[src/rtl/deserializador_sincrono_if.sv]
// Serial-in / word-out handshake bundle for deserializador_sincrono.
// o_parity_err exists only when DESER_PARITY_EN is defined.
interface deserializador_sincrono_if #(
    parameter int WIDTH = 4
);
    localparam int IDX_W = $clog2(WIDTH);

    logic             i_serial;
    logic             i_valid;
    logic             i_clr;
    logic             i_ready;
    logic [WIDTH-1:0] o_data;
    logic             o_valid;
    logic [IDX_W-1:0] o_index;
    logic             o_busy;
    logic             o_overrun;
`ifdef DESER_PARITY_EN
    logic             o_parity_err;
`endif

    modport slave (
        input  i_serial,
        input  i_valid,
        input  i_clr,
        input  i_ready,
        output o_data,
        output o_valid,
        output o_index,
        output o_busy,
`ifdef DESER_PARITY_EN
        output o_parity_err,
`endif
        output o_overrun
    );

    modport master (
        output i_serial,
        output i_valid,
        output i_clr,
        output i_ready,
        input  o_data,
        input  o_valid,
        input  o_index,
        input  o_busy,
`ifdef DESER_PARITY_EN
        input  o_parity_err,
`endif
        input  o_overrun
    );
endinterface

[src/rtl/deserializador_sincrono.sv]
// LSB-first serial-to-parallel converter with valid/ready output and sticky overrun.
// Define DESER_PARITY_EN to append one even-parity bit per word (adds state PAR and o_parity_err).
module deserializador_sincrono #(
    parameter int WIDTH = 4
) (
    input logic                     i_clk,
    input logic                     i_rst_n,
    deserializador_sincrono_if.slave bus
);
    localparam int               IDX_W    = $clog2(WIDTH);
    localparam logic [IDX_W-1:0] LAST_IDX = IDX_W'(WIDTH - 1);
    localparam logic [IDX_W-1:0] ONE_IDX  = IDX_W'(1);

`ifdef DESER_PARITY_EN
    typedef enum logic [1:0] {IDLE = 2'd0, RECV = 2'd1, PAR = 2'd2} state_t;
`else
    typedef enum logic [1:0] {IDLE = 2'd0, RECV = 2'd1} state_t;
`endif

    state_t           state_q, state_d;
    logic [WIDTH-1:0] shift_q, shift_d;
    logic [IDX_W-1:0] index_q, index_d;
    logic [WIDTH-1:0] data_q, data_d;
    logic             valid_q, valid_d;
    logic             overrun_q, overrun_d;
    logic             complete;
    logic [WIDTH-1:0] word;
`ifdef DESER_PARITY_EN
    logic             parity_err_q, parity_err_d;
`endif

    always_ff @(posedge i_clk or negedge i_rst_n) begin
        if (!i_rst_n) begin
            state_q   <= IDLE;
            shift_q   <= '0;
            index_q   <= '0;
            data_q    <= '0;
            valid_q   <= 1'b0;
            overrun_q <= 1'b0;
`ifdef DESER_PARITY_EN
            parity_err_q <= 1'b0;
`endif
        end else begin
            state_q   <= state_d;
            shift_q   <= shift_d;
            index_q   <= index_d;
            data_q    <= data_d;
            valid_q   <= valid_d;
            overrun_q <= overrun_d;
`ifdef DESER_PARITY_EN
            parity_err_q <= parity_err_d;
`endif
        end
    end

    // Bits shift in from the top, so after WIDTH shifts the first bit sits at bit 0.
    always_comb begin
        state_d   = state_q;
        shift_d   = shift_q;
        index_d   = index_q;
        data_d    = data_q;
        valid_d   = valid_q;
        overrun_d = overrun_q;
        complete  = 1'b0;
        word      = shift_q;
`ifdef DESER_PARITY_EN
        parity_err_d = parity_err_q;
`endif

        if (valid_q && bus.i_ready) begin
            valid_d = 1'b0;
        end

        if (bus.i_clr) begin
            state_d   = IDLE;
            index_d   = '0;
            overrun_d = 1'b0;
        end else if (bus.i_valid) begin
            case (state_q)
                IDLE: begin
                    shift_d = {bus.i_serial, shift_q[WIDTH-1:1]};
                    index_d = ONE_IDX;
                    state_d = RECV;
                end
                RECV: begin
                    shift_d = {bus.i_serial, shift_q[WIDTH-1:1]};
                    if (index_q == LAST_IDX) begin
                        index_d = '0;
`ifdef DESER_PARITY_EN
                        state_d = PAR;
`else
                        state_d  = IDLE;
                        complete = 1'b1;
                        word     = {bus.i_serial, shift_q[WIDTH-1:1]};
`endif
                    end else begin
                        index_d = index_q + ONE_IDX;
                    end
                end
`ifdef DESER_PARITY_EN
                PAR: begin
                    state_d      = IDLE;
                    complete     = 1'b1;
                    word         = shift_q;
                    parity_err_d = ^{shift_q, bus.i_serial};
                end
`endif
                default: state_d = IDLE;
            endcase
        end

        // A handshake on the completing edge frees the slot, so no overrun then.
        if (complete) begin
            data_d  = word;
            valid_d = 1'b1;
            if (valid_q && !bus.i_ready) begin
                overrun_d = 1'b1;
            end
        end
    end

    assign bus.o_data    = data_q;
    assign bus.o_valid   = valid_q;
    assign bus.o_index   = index_q;
    assign bus.o_busy    = (state_q != IDLE);
    assign bus.o_overrun = overrun_q;
`ifdef DESER_PARITY_EN
    assign bus.o_parity_err = parity_err_q;
`endif
endmodule

[src/flat_wrapper.sv]
// flat-port wrapper written by rule: the top's interface ports become plain ports
module deserializador_sincrono_flat 
#(
    parameter int WIDTH = 4
)
  (i_clk, i_rst_n, bus_i_serial, bus_i_valid, bus_i_clr, bus_i_ready, bus_o_data, bus_o_valid, bus_o_index, bus_o_busy, bus_o_overrun);
  deserializador_sincrono_if #(.WIDTH(WIDTH)) bus_i ();
  input logic i_clk;
  input logic i_rst_n;
  input wire logic [$bits(bus_i.i_serial)-1:0] bus_i_serial;
  input wire logic [$bits(bus_i.i_valid)-1:0] bus_i_valid;
  input wire logic [$bits(bus_i.i_clr)-1:0] bus_i_clr;
  input wire logic [$bits(bus_i.i_ready)-1:0] bus_i_ready;
  output wire logic [$bits(bus_i.o_data)-1:0] bus_o_data;
  output wire logic [$bits(bus_i.o_valid)-1:0] bus_o_valid;
  output wire logic [$bits(bus_i.o_index)-1:0] bus_o_index;
  output wire logic [$bits(bus_i.o_busy)-1:0] bus_o_busy;
  output wire logic [$bits(bus_i.o_overrun)-1:0] bus_o_overrun;
  assign bus_i.i_serial = bus_i_serial;
  assign bus_i.i_valid = bus_i_valid;
  assign bus_i.i_clr = bus_i_clr;
  assign bus_i.i_ready = bus_i_ready;
  assign bus_o_data = bus_i.o_data;
  assign bus_o_valid = bus_i.o_valid;
  assign bus_o_index = bus_i.o_index;
  assign bus_o_busy = bus_i.o_busy;
  assign bus_o_overrun = bus_i.o_overrun;
  deserializador_sincrono #(.WIDTH(WIDTH)) u_core (.i_clk(i_clk), .i_rst_n(i_rst_n), .bus(bus_i));
endmodule
[config.mk]
export PLATFORM = sky130hd
export DESIGN_NAME = deserializador_sincrono_flat
export DESIGN_NICKNAME = d
export VERILOG_FILES = /design/src/rtl/deserializador_sincrono_if.sv /design/src/rtl/deserializador_sincrono.sv /design/src/flat_wrapper.sv
export SDC_FILE = /design/constraint.sdc
export NUM_CORES = 1
export LEC_CHECK = 0
export CAP_MARGIN = 20
export CORE_MARGIN = 4
export CORE_UTILIZATION = 30
export DETAILED_ROUTE_END_ITERATION = 6
export PLACE_DENSITY = 0.62
export SLEW_MARGIN = 20
export SYNTH_ARGS = -nofsm -noshare
export SYNTH_HDL_FRONTEND = slang
export SYNTH_SLANG_ARGS = --single-unit
[constraint.sdc]
create_clock -name i_clk -period 2.3 [get_ports i_clk]
set_input_delay 0.345 -clock i_clk [delete_from_list [all_inputs] [get_ports i_clk]]
set_output_delay 0.345 -clock i_clk [all_outputs]
set_load 0.01 [all_outputs]
==> metrics.yaml, run 1 <==
status: "complete, no violations"
irDropWorstVdd_mv: 0.530
synth_warnings: 0
synth_nets: 43
p_clk_share_pct: 36.0
rsz0062_at_grt: "false"
drcViolationCount: 0
dpl.hpwl_um: 629
postSynth.topFlopCell: "sky130_fd_sc_hd__dfrtp_1"
worst-path-buf-inv: 1
boundaryPins: 15
maximum_operating_frequency_ghz: 0.601
drt-pass1-iter-count: 3
ff2ff_path_depth: 3
areaGrowthSynthToFinish_pct: 37.5
netSwitchingFraction_pct: 22.0
post_route_cells_drive_above_1_share_pct: 22.6
worst_path_max_delay_cell: "sky130_fd_sc_hd__clkdlybuf4s50_1"
wire_length_of_the_first_global_routing_pass_mm: 1.51
gp_congestion: 0.658
clock_slew_seen_by_the_registers_of_the_worst_setup_and_hold_paths_ns: 0.08
timing.final.crit_share_pct: 72.3
post_dp_cell_area_um2: 657
ff_latch_area_um2: 300
power.net_switching_uw: 101
synth-edff-count: 0
synthDominantAreaCellType: "sky130_fd_sc_hd__dfrtp_1"
n_fill_cell: 152
detailroute.via_count: 334
ys_async_sr_fraction_pct: 100
slew-limit-headroom_pct: 64.1
ff2ff_setup_slack_ns: 1.00
r2r-end: "u_core.bus.o_data[3]$_DFFE_PN0P_"
cts.htree.levels: 1
finalWorstPathRequiredPeriod_ns: 1.66
cap_violations: 0
met2RoutedLength_um: 374
yosys.cell_types.count: 17
power_density_nw_per_um2: 663
tritoncts.num_buffers: 3
worst_setup_path_startpoint: "u_core.state_q[0]$_DFFE_PN0P_"
die-height_um: 49.0
timing.hold.ws_ns: 0.419
floorplan.core_area_um2: 1540
tritoncts: "yes"
number_of_global_route_vias_before_repair: 345
route.layer.met1.wl_um: 400
arrival_ns: 1.32
design.final.nets: 61
multi_input_area_um2: 193
route.detailed.wl_per_inst_um: 12.5
routed_wl_um: 861
port-buffer-count: 14
comb_power_share_pct: 11.5
timing.critical_path.max_delay_family: "buffers and inverters"
synthMostInstantiatedCell: "sky130_fd_sc_hd__dfrtp_1"
cts-hold-fix-buffers: 0
cts_sinks: 12
path_class: "register to primary output"
ys_ff_latch: 12
share_seq_of_total_power_pct: 52.5
post_cts.repair.setup_buffers: 0
design_power_total_uw: 460
ys_top_cells_by_count: "12 x sky130_fd_sc_hd__dfrtp_1, 7 x sky130_fd_sc_hd__mux2_2, 3 x sky130_fd_sc_hd__nand2b_1"
topRoutingLayerUsed: "met3"
setup.worst_path.start_class: "register"
final_max_slew_viol_count: 0
synth.area.top_cells: "sky130_fd_sc_hd__dfrtp_1 60%, sky130_fd_sc_hd__mux2_2 16%, sky130_fd_sc_hd__nand4b_4 4.7%"
critical-path-max-stage-delay_ns: 0.58
critPathRequiredTime_ns: 1.96
cts_repair_resize_count: 0
die_area_um2: 2400
grt_start_max_net_pins: 13
synth_largest_type_area_fraction_pct: 59.6
utilization_pct: 45.0
seq_area_frac_synth_pct: 59.6
grt_remaining_overflow: 0
final_antenna_net_count: 0
worst_pin_slew_ns: 0.537
grt_usage_pct: 8.16
crit_fanout: 6
finalClockSkew_ns: 0.00528
floorplan.initialDensity_pct: 32.7
area_of_all_placed_cells_without_fillers_um2: 693
ctsRootBufferMaster: "sky130_fd_sc_hd__clkbuf_4"
worstSkewPairLatency_ns: 0.27
cts_max_path_buffers: 2
power.static_leakage_uw: 0.000332
setup.worst_path.end_class: "primary output"
critical_path.cell_chain: "clkdlybuf4s50_1"
drt_iter0_markers: 1
hold_viol: 0
synth_area_um2: 504
die_w_um: 49.0
std_cell_rows: 14
synthesis.instances: 36
route.met3.wl_um: 86
setup_viol: 0
grt_antenna_before_repair: 0
timing.hold.worst.class: "input pin to async pin"
diodes: 0
postSynthAreaPerCell_um2: 14.0
summed_negative_setup_slack_over_all_endpoints_ns: 0
timing.rr.start: "u_core.bus.o_index[0]$_DFFE_PN0P_"
via_per_inst: 4.84
power_report.internal_total_uw: 358
## placed cells by master, fill, tap and decap left out, drive strengths merged
cell	instances
nor2	1
o211a	1
ha	1
mux2	7
nand3	1
o22ai	1
nand2b	3
nor2b	1
dfrtp	12
a31oi	1
clkbuf	4
nand2	1
a21oi	1
nor3	1
clkdlybuf4s50	14
inv	1
o21bai	1
nand4b	1
## power by group through the flow
stage | combinational [µW] | clock [µW] | sequential [µW]
3_3_place_gp | 53.4 | 0 | 246
6_report | 53.1 | 165 | 241
2_1_floorplan | 25.0 | 0 | 246
4_1_cts | 54.2 | 174 | 241
5_1_grt | 57.3 | 188 | 245
3_5_place_dp | 54.1 | 0 | 246
## registers in the layout, summed over array words and instances (netlist names)
register / flops
u_core.bus.o_overrun: 1
u_core.state_q: 1
u_core.bus.o_data: 4
u_core.bus.o_index: 2
u_core.bus.o_valid: 1
u_core.shift_q: 3
## cell families after synthesis
group           after synthesis  share of synthesized area (%)
mux                           7                           15.6
buf+inv                       2                           2.23
flops                        12                           59.6
compound gates                5                           6.95
simple gates                  9                           13.1
fa+ha+maj                     1                           2.48
## metal layers
metal / GRT usage [%] / vias to the layer above
met5: 0 / -
met1: 9.47 / 159
li1: - / 162
met4: 1.35 / 0
met3: 6.12 / 0
met2: 12.2 / 13
## how the worst max path moves through the flow
stage	to	slack (ns)	cells after the start
2_1_floorplan	u_core.bus.o_data[0]$_DFFE_PN0P_	1.05	3
3_3_place_gp	u_core.shift_q[2]$_DFFE_PN0P_	0.58	3
3_5_place_dp	u_core.shift_q[3]$_DFFE_PN0P_	0.57	3
4_1_cts	bus_o_busy	0.62	1
5_1_grt	bus_o_busy	0.57	1
6_report	bus_o_busy	0.64	1
## stage by stage
step	setup slack [ns]	instances
final	0.637	69
after global routing	0.566	69
after CTS	0.624	69
after detailed placement	0.572	65
after global placement	0.585	65
after floorplan	1.05	36
## final cells by class
cell class	count	share of cell area, %
clock buffers	4	5.23
inverters	1	0.542
multi-input cells	22	27.8
flip-flops and latches	12	43.3
well taps	16	2.89
repair buffers	14	20.2
Note: power is estimated with default switching activity, not from simulation.
==> inputs of run 2 (changes only) <==
Settings changed: PLACE_DENSITY 0.62 to 0.64.
Clock period 2.3 ns to 1.4 ns, I/O delays scaled along.
==> run 2 against run 1 <==
Routed wire length increased by 11%. Critical path depth up 2. Clock power up 64%. Sequential power grew 63%. Critical path type is now register to register. Cell count rose by 8.7%. First-iteration DRC count up 100%. Via count grew 9.0%.
==> metrics.yaml, run 2 (synthesis gave the netlist of run 1 again) <==
status: "complete, no violations"
slew-limit-headroom_pct: 86.6
maximum_operating_frequency_ghz: 0.784
cts-hold-fix-buffers: 0
layout_commonest_cell: "sky130_fd_sc_hd__dfrtp_1"
irDropWorstVdd_mv: 0.608
grt_remaining_overflow: 0
hold_viol: 0
worstSkewPairLatency_ns: 0.27
die-height_um: 49.0
tritoncts: "yes"
route.detailed.wl_per_inst_um: 12.7
areaGrowthSynthToFinish_pct: 49.4
grt_antenna_before_repair: 0
floorplan.core_area_um2: 1540
design.final.nets: 67
drcViolationCount: 0
finalClockSkew_ns: 0.00376
n_fill_cell: 154
routed_wl_um: 953
power_density_nw_per_um2: 1010
number_of_global_route_vias_before_repair: 385
final_max_slew_viol_count: 0
dpl.hpwl_um: 697
die_w_um: 49.0
drt-pass1-iter-count: 2
cts_sinks: 12
final_antenna_net_count: 0
post_route_cells_drive_above_1_share_pct: 30.5
setup.worst_path.end_class: "register"
cts_max_path_buffers: 2
arrival_ns: 1.43
timing.hold.worst.class: "input pin to async pin"
place.detailed.instances: 71
critPathRequiredTime_ns: 1.55
most-common-layout-cells: "12 x sky130_fd_sc_hd__dfrtp_1, 7 x sky130_fd_sc_hd__mux2_2, 7 x sky130_fd_sc_hd__dlymetal6s2s_1"
setup_viol: 0
boundaryPins: 15
power.static_leakage_uw: 0.000491
die_area_um2: 2400
clock_slew_seen_by_the_registers_of_the_worst_setup_and_hold_paths_ns: 0.07
floorplan.initialDensity_pct: 32.7
finalNonFillerCells: 75
finalWorstPathRequiredPeriod_ns: 1.27
tritoncts.num_buffers: 3
cap_violations: 0
gp_congestion: 0.792
wire_length_of_the_first_global_routing_pass_mm: 1.70
rsz0062_at_grt: "false"
drt_iter0_markers: 2
cts.htree.levels: 1
timing.final.crit_share_pct: 91.1
crit_fanout: 5
worst_pin_slew_ns: 0.201
grt_usage_pct: 9.30
port-buffer-count: 14
diodes: 0
via_per_inst: 4.85
std_cell_rows: 14
setup.worst_path.start_class: "register"
ctsRootBufferMaster: "sky130_fd_sc_hd__clkbuf_4"
grt_start_max_net_pins: 13
detailroute.via_count: 364
summed_negative_setup_slack_over_all_endpoints_ns: 0
path_class: "register to register"
largest_reg_flops: 4
==> run 2: changes by cell type in the layout (fill, tap and decap cells not counted) <==
cell                              previous run  this run
sky130_fd_sc_hd__dlygate4sd2_1               0         2
sky130_fd_sc_hd__clkdlybuf4s50_1            14         5
sky130_fd_sc_hd__dlymetal6s2s_1              0         7
sky130_fd_sc_hd__buf_4                       0         6
==> run 2: stage by stage <==
| step | hold WS [ns] | worst slack (ns) | instance area (µm²) | utilization (%) | power (µW) |
|---|---|---|---|---|---|
| 6_report | 0.228 | 0.125 | 753 | 48.9 | 763 |
| 5_1_grt | 0.234 | 0.0641 | 753 | 48.9 | 816 |
| 4_1_cts | 0.224 | 0.00431 | 736 | 47.7 | 782 |
| 3_5_place_dp | 0.494 | 0.00154 | 702 | 45.5 | 506 |
| 3_3_place_gp | 0.489 | 0.00313 | 702 | 45.5 | 504 |
| 2_1_floorplan | -0.0856 | 0.147 | 504 | - | 444 |
==> run 2: critical path, cell delays in order, from the launching register on <==
cell and delay [ns]:
sky130_fd_sc_hd__dfrtp_1 0.41, sky130_fd_sc_hd__ha_1 0.27, sky130_fd_sc_hd__nand4b_4 0.14, sky130_fd_sc_hd__mux2_2 0.35
==> run 2: per-layer routing <==
metal	wire [µm]	up-vias	GRT usage, %	part of all wire, %
met3	78	0	5.81	8.2
met2	491	11	14.6	52
met1	383	178	10.4	40
met4	0	0	2.69	0
met5	0	-	0	0
li1	-	175	-	-
==> run 2: area by class of cell <==
type	instances	area [µm²]	share of cell area (%)
Timing Repair Buffer	20	200	26.6
Sequential cell	12	300	39.9
Multi-Input combinational cell	22	193	25.6
Clock buffer	4	36.3	4.82
Inverter	1	3.75	0.498
Tap cell	16	20.0	2.66
==> run 2: timing repair <==
item                                    in CTS  in global routing
setup buffers                                0                  0
resized for setup                            2                  7
endpoints found under the hold margin        0                  0
endpoints found under the setup margin       2                  7
cloned                                       0                  0
==> run 2: path summary, 6_finish.rpt <==
kind | start | cells past startpoint | slack, ns | to
worst min-delay path | i_rst_n | 2 | 0.23 | u_core.bus.o_data[0]$_DFFE_PN0P_
worst min register to register | u_core.bus.o_data[2]$_DFFE_PN0P_ | 1 | 0.50 | u_core.bus.o_data[2]$_DFFE_PN0P_
worst max register to register | u_core.bus.o_index[0]$_DFFE_PN0P_ | 3 | 0.13 | u_core.bus.o_data[1]$_DFFE_PN0P_
worst max-delay path | u_core.bus.o_index[0]$_DFFE_PN0P_ | 3 | 0.13 | u_core.bus.o_data[1]$_DFFE_PN0P_
max in group asynchronous | i_rst_n | 2 | 1.02 | u_core.shift_q[1]$_DFFE_PN0P_
min in group i_clk | u_core.bus.o_data[2]$_DFFE_PN0P_ | 1 | 0.50 | u_core.bus.o_data[2]$_DFFE_PN0P_
==> run 2: where the power goes <==
part	total (µW)	internal, µW	switching (µW)
Sequential	394	376	18.0
Clock	270	158	112
Combinational	98.9	60.9	38.0
